File: config.mk
export PLATFORM = sky130hd
export DESIGN_NAME = onehot_encoder_pipe
export DESIGN_NICKNAME = d
export VERILOG_FILES = /design/src/rtl/onehot_encoder_pipe.sv
export SDC_FILE = /design/constraint.sdc
export NUM_CORES = 1
export LEC_CHECK = 0
export BUFFER_PORTS_ARGS = -buffer_cell sky130_fd_sc_hd__buf_2
export CORE_ASPECT_RATIO = 1.25
export CORE_UTILIZATION = 45
export CTS_CLUSTER_SIZE = 25
export DETAILED_ROUTE_END_ITERATION = 7
export GPL_TIMING_DRIVEN = 0
export HOLD_SLACK_MARGIN = 0.12
export PLACE_DENSITY_LB_ADDON = 0.2
export SLEW_MARGIN = 20
export SYNTH_ARGS = -nofsm -noshare
export SYNTH_HDL_FRONTEND = slang
export SYNTH_SLANG_ARGS = --single-unit
File: constraint.sdc
create_clock -name clk -period 1.9 [get_ports clk]
set_input_delay 0.095 -clock clk [delete_from_list [all_inputs] [get_ports clk]]
set_output_delay 0.095 -clock clk [all_outputs]
set_load 0.005 [all_outputs]
File: src/rtl/onehot_encoder_pipe.sv
// Registered one-hot / priority encoder with a single-stage valid/ready output register.
// Flags zero and multi-hot words and keeps a saturating count of words invalid for MODE.
module onehot_encoder_pipe #(
  parameter int WIDTH  = 8,
  parameter int CODE_W = $clog2(WIDTH),
  parameter int MODE   = 0,
  parameter int CNT_W  = 8
) (
  input  logic              clk,
  input  logic              rst,
  input  logic              in_valid,
  output logic              in_ready,
  input  logic [WIDTH-1:0]  in_data,
  output logic              out_valid,
  input  logic              out_ready,
  output logic [CODE_W-1:0] out_code,
  output logic              out_zero,
  output logic              out_multi,
  output logic              out_err,
  output logic [CNT_W-1:0]  err_cnt,
  input  logic              err_clr
);

  generate
    if (MODE < 0 || MODE > 2) begin : g_bad_mode
      $error("onehot_encoder_pipe: MODE must be 0, 1 or 2");
    end
    if (WIDTH < 2) begin : g_bad_width
      $error("onehot_encoder_pipe: WIDTH must be >= 2");
    end
  endgenerate

  logic              out_valid_q, out_valid_d;
  logic [CODE_W-1:0] out_code_q, out_code_d;
  logic              out_zero_q, out_zero_d;
  logic              out_multi_q, out_multi_d;
  logic              out_err_q, out_err_d;
  logic [CNT_W-1:0]  err_cnt_q, err_cnt_d;

  logic              zero, multi, seen, accept;
  logic [CODE_W-1:0] lsb_code, msb_code, code_c;
  logic              err_c;

  // Scan both directions; codes only ever take indices of real bits, so
  // unused codes of a non-power-of-2 WIDTH cannot appear.
  always_comb begin
    lsb_code = '0;
    msb_code = '0;
    seen     = 1'b0;
    multi    = 1'b0;
    for (int i = 0; i < WIDTH; i++) begin
      if (in_data[i]) begin
        if (seen) multi = 1'b1;
        seen     = 1'b1;
        msb_code = CODE_W'(i);
      end
    end
    for (int i = WIDTH - 1; i >= 0; i--) begin
      if (in_data[i]) lsb_code = CODE_W'(i);
    end
    zero = ~|in_data;
  end

  always_comb begin
    code_c = '0;
    err_c  = zero;
    if (MODE == 0) begin
      err_c  = zero | multi;
      code_c = (zero | multi) ? '0 : lsb_code;
    end else if (MODE == 1) begin
      code_c = lsb_code;
    end else begin
      code_c = msb_code;
    end
  end

  assign in_ready = !out_valid_q || out_ready;
  assign accept   = in_valid && in_ready;

  always_comb begin
    out_valid_d = out_valid_q;
    out_code_d  = out_code_q;
    out_zero_d  = out_zero_q;
    out_multi_d = out_multi_q;
    out_err_d   = out_err_q;
    err_cnt_d   = err_cnt_q;
    if (accept) begin
      out_valid_d = 1'b1;
      out_code_d  = code_c;
      out_zero_d  = zero;
      out_multi_d = multi;
      out_err_d   = err_c;
    end else if (out_ready) begin
      out_valid_d = 1'b0;
    end
    // Clear wins over a coincident increment.
    if (err_clr) begin
      err_cnt_d = '0;
    end else if (accept && err_c && (err_cnt_q != {CNT_W{1'b1}})) begin
      err_cnt_d = err_cnt_q + 1'b1;
    end
  end

  always_ff @(posedge clk or posedge rst) begin
    if (rst) begin
      out_valid_q <= 1'b0;
      out_code_q  <= '0;
      out_zero_q  <= 1'b0;
      out_multi_q <= 1'b0;
      out_err_q   <= 1'b0;
      err_cnt_q   <= '0;
    end else begin
      out_valid_q <= out_valid_d;
      out_code_q  <= out_code_d;
      out_zero_q  <= out_zero_d;
      out_multi_q <= out_multi_d;
      out_err_q   <= out_err_d;
      err_cnt_q   <= err_cnt_d;
    end
  end

  assign out_valid = out_valid_q;
  assign out_code  = out_code_q;
  assign out_zero  = out_zero_q;
  assign out_multi = out_multi_q;
  assign out_err   = out_err_q;
  assign err_cnt   = err_cnt_q;

endmodule

==> impl_metrics.csv <==
group,metric,value,unit
run_status,outcome,"complete, no violations",
power,clock_power_share,0.291,
detailed_routing,avgViaCountPerCell,5.45,
detailed_routing,drt_iter0_markers,19,
critical_path,path_class,"flop to flop",
synthesis,synth_top_family_by_area,"simple AND/OR/NAND/NOR gates",
critical_path,critPathMaxFanout,10,
synthesis,synth_top_area_cell,"dfrtp_1",
critical_path,reg2reg_to,"err_cnt[3]",
synthesis,ys_ff_latch,15,
synthesis,synthTopCellsByArea,"dfrtp_1, o21ai_0, a21oi_1",
placement,port_buffers,27,
global_route,grt_pass1_vias,718,
timing,slew_viol_final,0,
floorplanning,initial_utilization,0.476,
critical_path,cp.required,2110,ps
floorplanning,die-area,2020,um^2
floorplanning,fp.coreArea,1740,um^2
cts,cts-root-buf,"clkbuf_4",
timing,fin_skew,13.9,ps
power,p_leak,0.516,nW
power,netSwitchingFraction,0.267,
critical_path,cp_data_arrival_time,2020,ps
critical_path,ff2ff_setup_slack,80,ps
synthesis,synth-compound-area-share,0.188,
global_route,antenna_found_initial,0,
detailed_routing,final_antenna_net_count,0,
placement,place_congestion,0.705,
critical_path,reg2reg_depth,7,
timing,timing.hold.ws,154,ps
cts,cts_tree,"done",
detailed_routing,drt-total-wl,1.84,mm
detailed_routing,wire_per_inst,12.6,um
floorplanning,io_pins,29,
synthesis,synth_top_area_frac,0.452,
timing,fin_crit_sh,0.956,
power,intPower,0.457,mW
hold_path,min_path_type,"primary input to flop",
global_route,grt_max_degree,16,
cts,clockBufferDepth,2,
cts,cts_buffers,3,
critical_path,cp_cell_sequence,"ha_1, nand3_1, o211ai_1, a31o_2, buf_6, or3_1, a21oi_1",
critical_path,crit_path_max_incr_delay,420,ps
floorplanning,die_w,40.4,um
hold_path,whs_path_depth,3,
cts,cts.sinks,15,
timing,worst_pin_slew,574,ps
detailed_routing,vias,795,
synthesis,seq_area_frac_synth,0.452,
synthesis,syn_area_per_cell,9.23,um^2
global_route,grt-ovfl-total,0,
hold_path,min_from,"out_ready",
cells_and_area,nets,142,
timing,setup_total_negative_slack,0,ps
cells_and_area,final_common_cell,"buf_2",
timing,slew_headroom,0.617,
critical_path,crit_slowest_cell,"dfrtp_1",
cells_and_area,areaGrowthSynthToFinish,30.3,%
synthesis,post_synth_fa_ha_maj_area_fraction,0.0151,
synthesis,synth_area,831,um^2
placement,place_hpwl,1.33,mm
hold_path,min_to,"out_valid",
cells_and_area,postLayoutCoreUtil,0.621,
critical_path,start_kind,"flop",
synthesis,synth_fp_nets,104,
power,seqPwrFrac,0.532,
power,combPwrFrac,0.177,
power,power_switching,0.166,mW
floorplanning,die_h,50.0,um
synthesis,synth-simple-area-share,0.250,
global_route,grt_pass1_wl,2.88,mm
cells_and_area,num_antenna_cells,0,
timing,fmax,551,MHz
synthesis,postSynthCellCount,90,
detailed_routing,drt_first_pass_iters,4,
synthesis,synth.distinct_cells,32,
timing,hold_viol_final,0,
timing,final-setup-viol-count,0,
cells_and_area,drive_gt1_frac,0.378,
cts,clock_latency,280,ps
synthesis,synth-xor-area-share,0.0211,
timing,post-route-min-period,1820,ps
detailed_routing,drc,0,
power,ir_drop,399,uV
cts,clk_pin_slew,100,ps
run,maxCapViolations,0,
synthesis,synth_warnings,0,
cts,cts_max_level,1,
critical_path,endpoint_kind,"flop",
power,p_per_area,576,nW/um^2
global_route,grtUsageTotal,0.208,
cells_and_area,layout_common_cells,"buf_2, dfrtp_1, o21ai_0",
critical_path,r2r_start,"err_cnt[0]",
floorplanning,rows,17,
synthesis,synthMuxAreaShare,0.0256,
[cells in the mapped netlist]
master	n
dfrtp_1	15
o21ai_0	10
a21oi_1	8
nand2_1	8
inv_1	5
nor3_1	4
or3_2	4
nand2b_1	3
nand3_1	3
nand4_1	3
nor2_1	3
nor4_1	2
or3_1	2
xor2_1	2
a211o_1	1
a211o_2	1
a211oi_1	1
a21boi_0	1
a31o_2	1
and2_1	1
and2_2	1
buf_6	1
clkdlybuf4s25_2	1
ha_1	1
mux2_2	1
mux2i_1	1
o2111ai_1	1
o211ai_1	1
o21bai_1	1
or2_2	1
or4_1	1
or4_4	1
[area by class of cell]
cell class | instances | area (um^2)
plain buffers | 2 | 21.3
clock buffers | 3 | 22.5
clock inverters | 1 | 5.00
fillers | 172 | 662
inverters | 5 | 18.8
multi-input cells | 68 | 428
flip-flops and latches | 15 | 375
well taps | 19 | 23.8
repair buffers | 33 | 188
[flip-flops by register name (all words and copies together), names as in the netlist]
register   count
err_cnt        8
out_code       3
out_err        1
out_multi      1
out_valid      1
out_zero       1
[critical path: cells and delay by family, from the launching register on]
family,cells,cell delay [ps]
AO/OA/AOI/OAI,3,490
AND/OR/NAND/NOR,2,420
flip-flops,1,420
adder cells (fa/ha/maj),1,260
buffers and inverters,1,150
[kinds of logic after synthesis]
| family | after synthesis |
|---|---|
| multiplexers | 2 |
| AND/OR/NAND/NOR | 37 |
| XOR/XNOR | 2 |
| AO/OA/AOI/OAI | 26 |
| flip-flops | 15 |
| buffers and inverters | 7 |
| adder cells (fa/ha/maj) | 1 |
[how the worst max path moves through the flow]
| stage | from | end | cells after the start |
|---|---|---|---|
| floorplan | err_cnt[0] | err_cnt[3] | 7 |
| global placement | in_data[0] | err_cnt[3] | 7 |
| detailed placement | in_data[4] | err_cnt[3] | 7 |
| CTS | err_cnt[0] | err_cnt[3] | 7 |
| global route | err_cnt[0] | err_cnt[3] | 7 |
| finish | err_cnt[0] | err_cnt[3] | 7 |
[power by group through the flow]
| stage | sequential (mW) | combinational [mW] | clock (mW) |
|---|---|---|---|
| CTS | 0.334 | 0.0964 | 0.188 |
| global route | 0.332 | 0.122 | 0.207 |
| floorplan | 0.340 | 0.0511 | 0 |
| detailed placement | 0.340 | 0.0913 | 0 |
| global placement | 0.340 | 0.0891 | 0 |
| finish | 0.331 | 0.110 | 0.181 |
[layer usage]
metal | vias to the layer above | track usage | routed length (um)
met1 | 365 | 0.242 | 828
met3 | 2 | 0.0405 | 75
met5 | - | 0 | 0
met2 | 19 | 0.341 | 915
met4 | 0 | 0.100 | 17
li1 | 409 | - | -
[through the flow]
step | instance area (um^2) | std cells | total power [mW] | worst slack, ps
2_1_floorplan | 831 | 90 | 0.391 | 186
3_3_place_gp | 990 | 136 | 0.429 | -86.4
3_5_place_dp | 990 | 136 | 0.432 | -111
4_1_cts | 1050 | 143 | 0.619 | 40.0
5_1_grt | 1080 | 146 | 0.662 | -11.6
6_report | 1080 | 146 | 0.623 | 84.1
[timing repair]
| action | CTS | global route |
|---|---|---|
| endpoints found under the hold margin | 17 | 0 |
| endpoints found under the setup margin | 0 | 6 |
| resized for setup | 0 | 2 |
| buffers inserted | 0 | 3 |
| hold buffers | 3 | 0 |
Power figures use the tool's default switching activity.
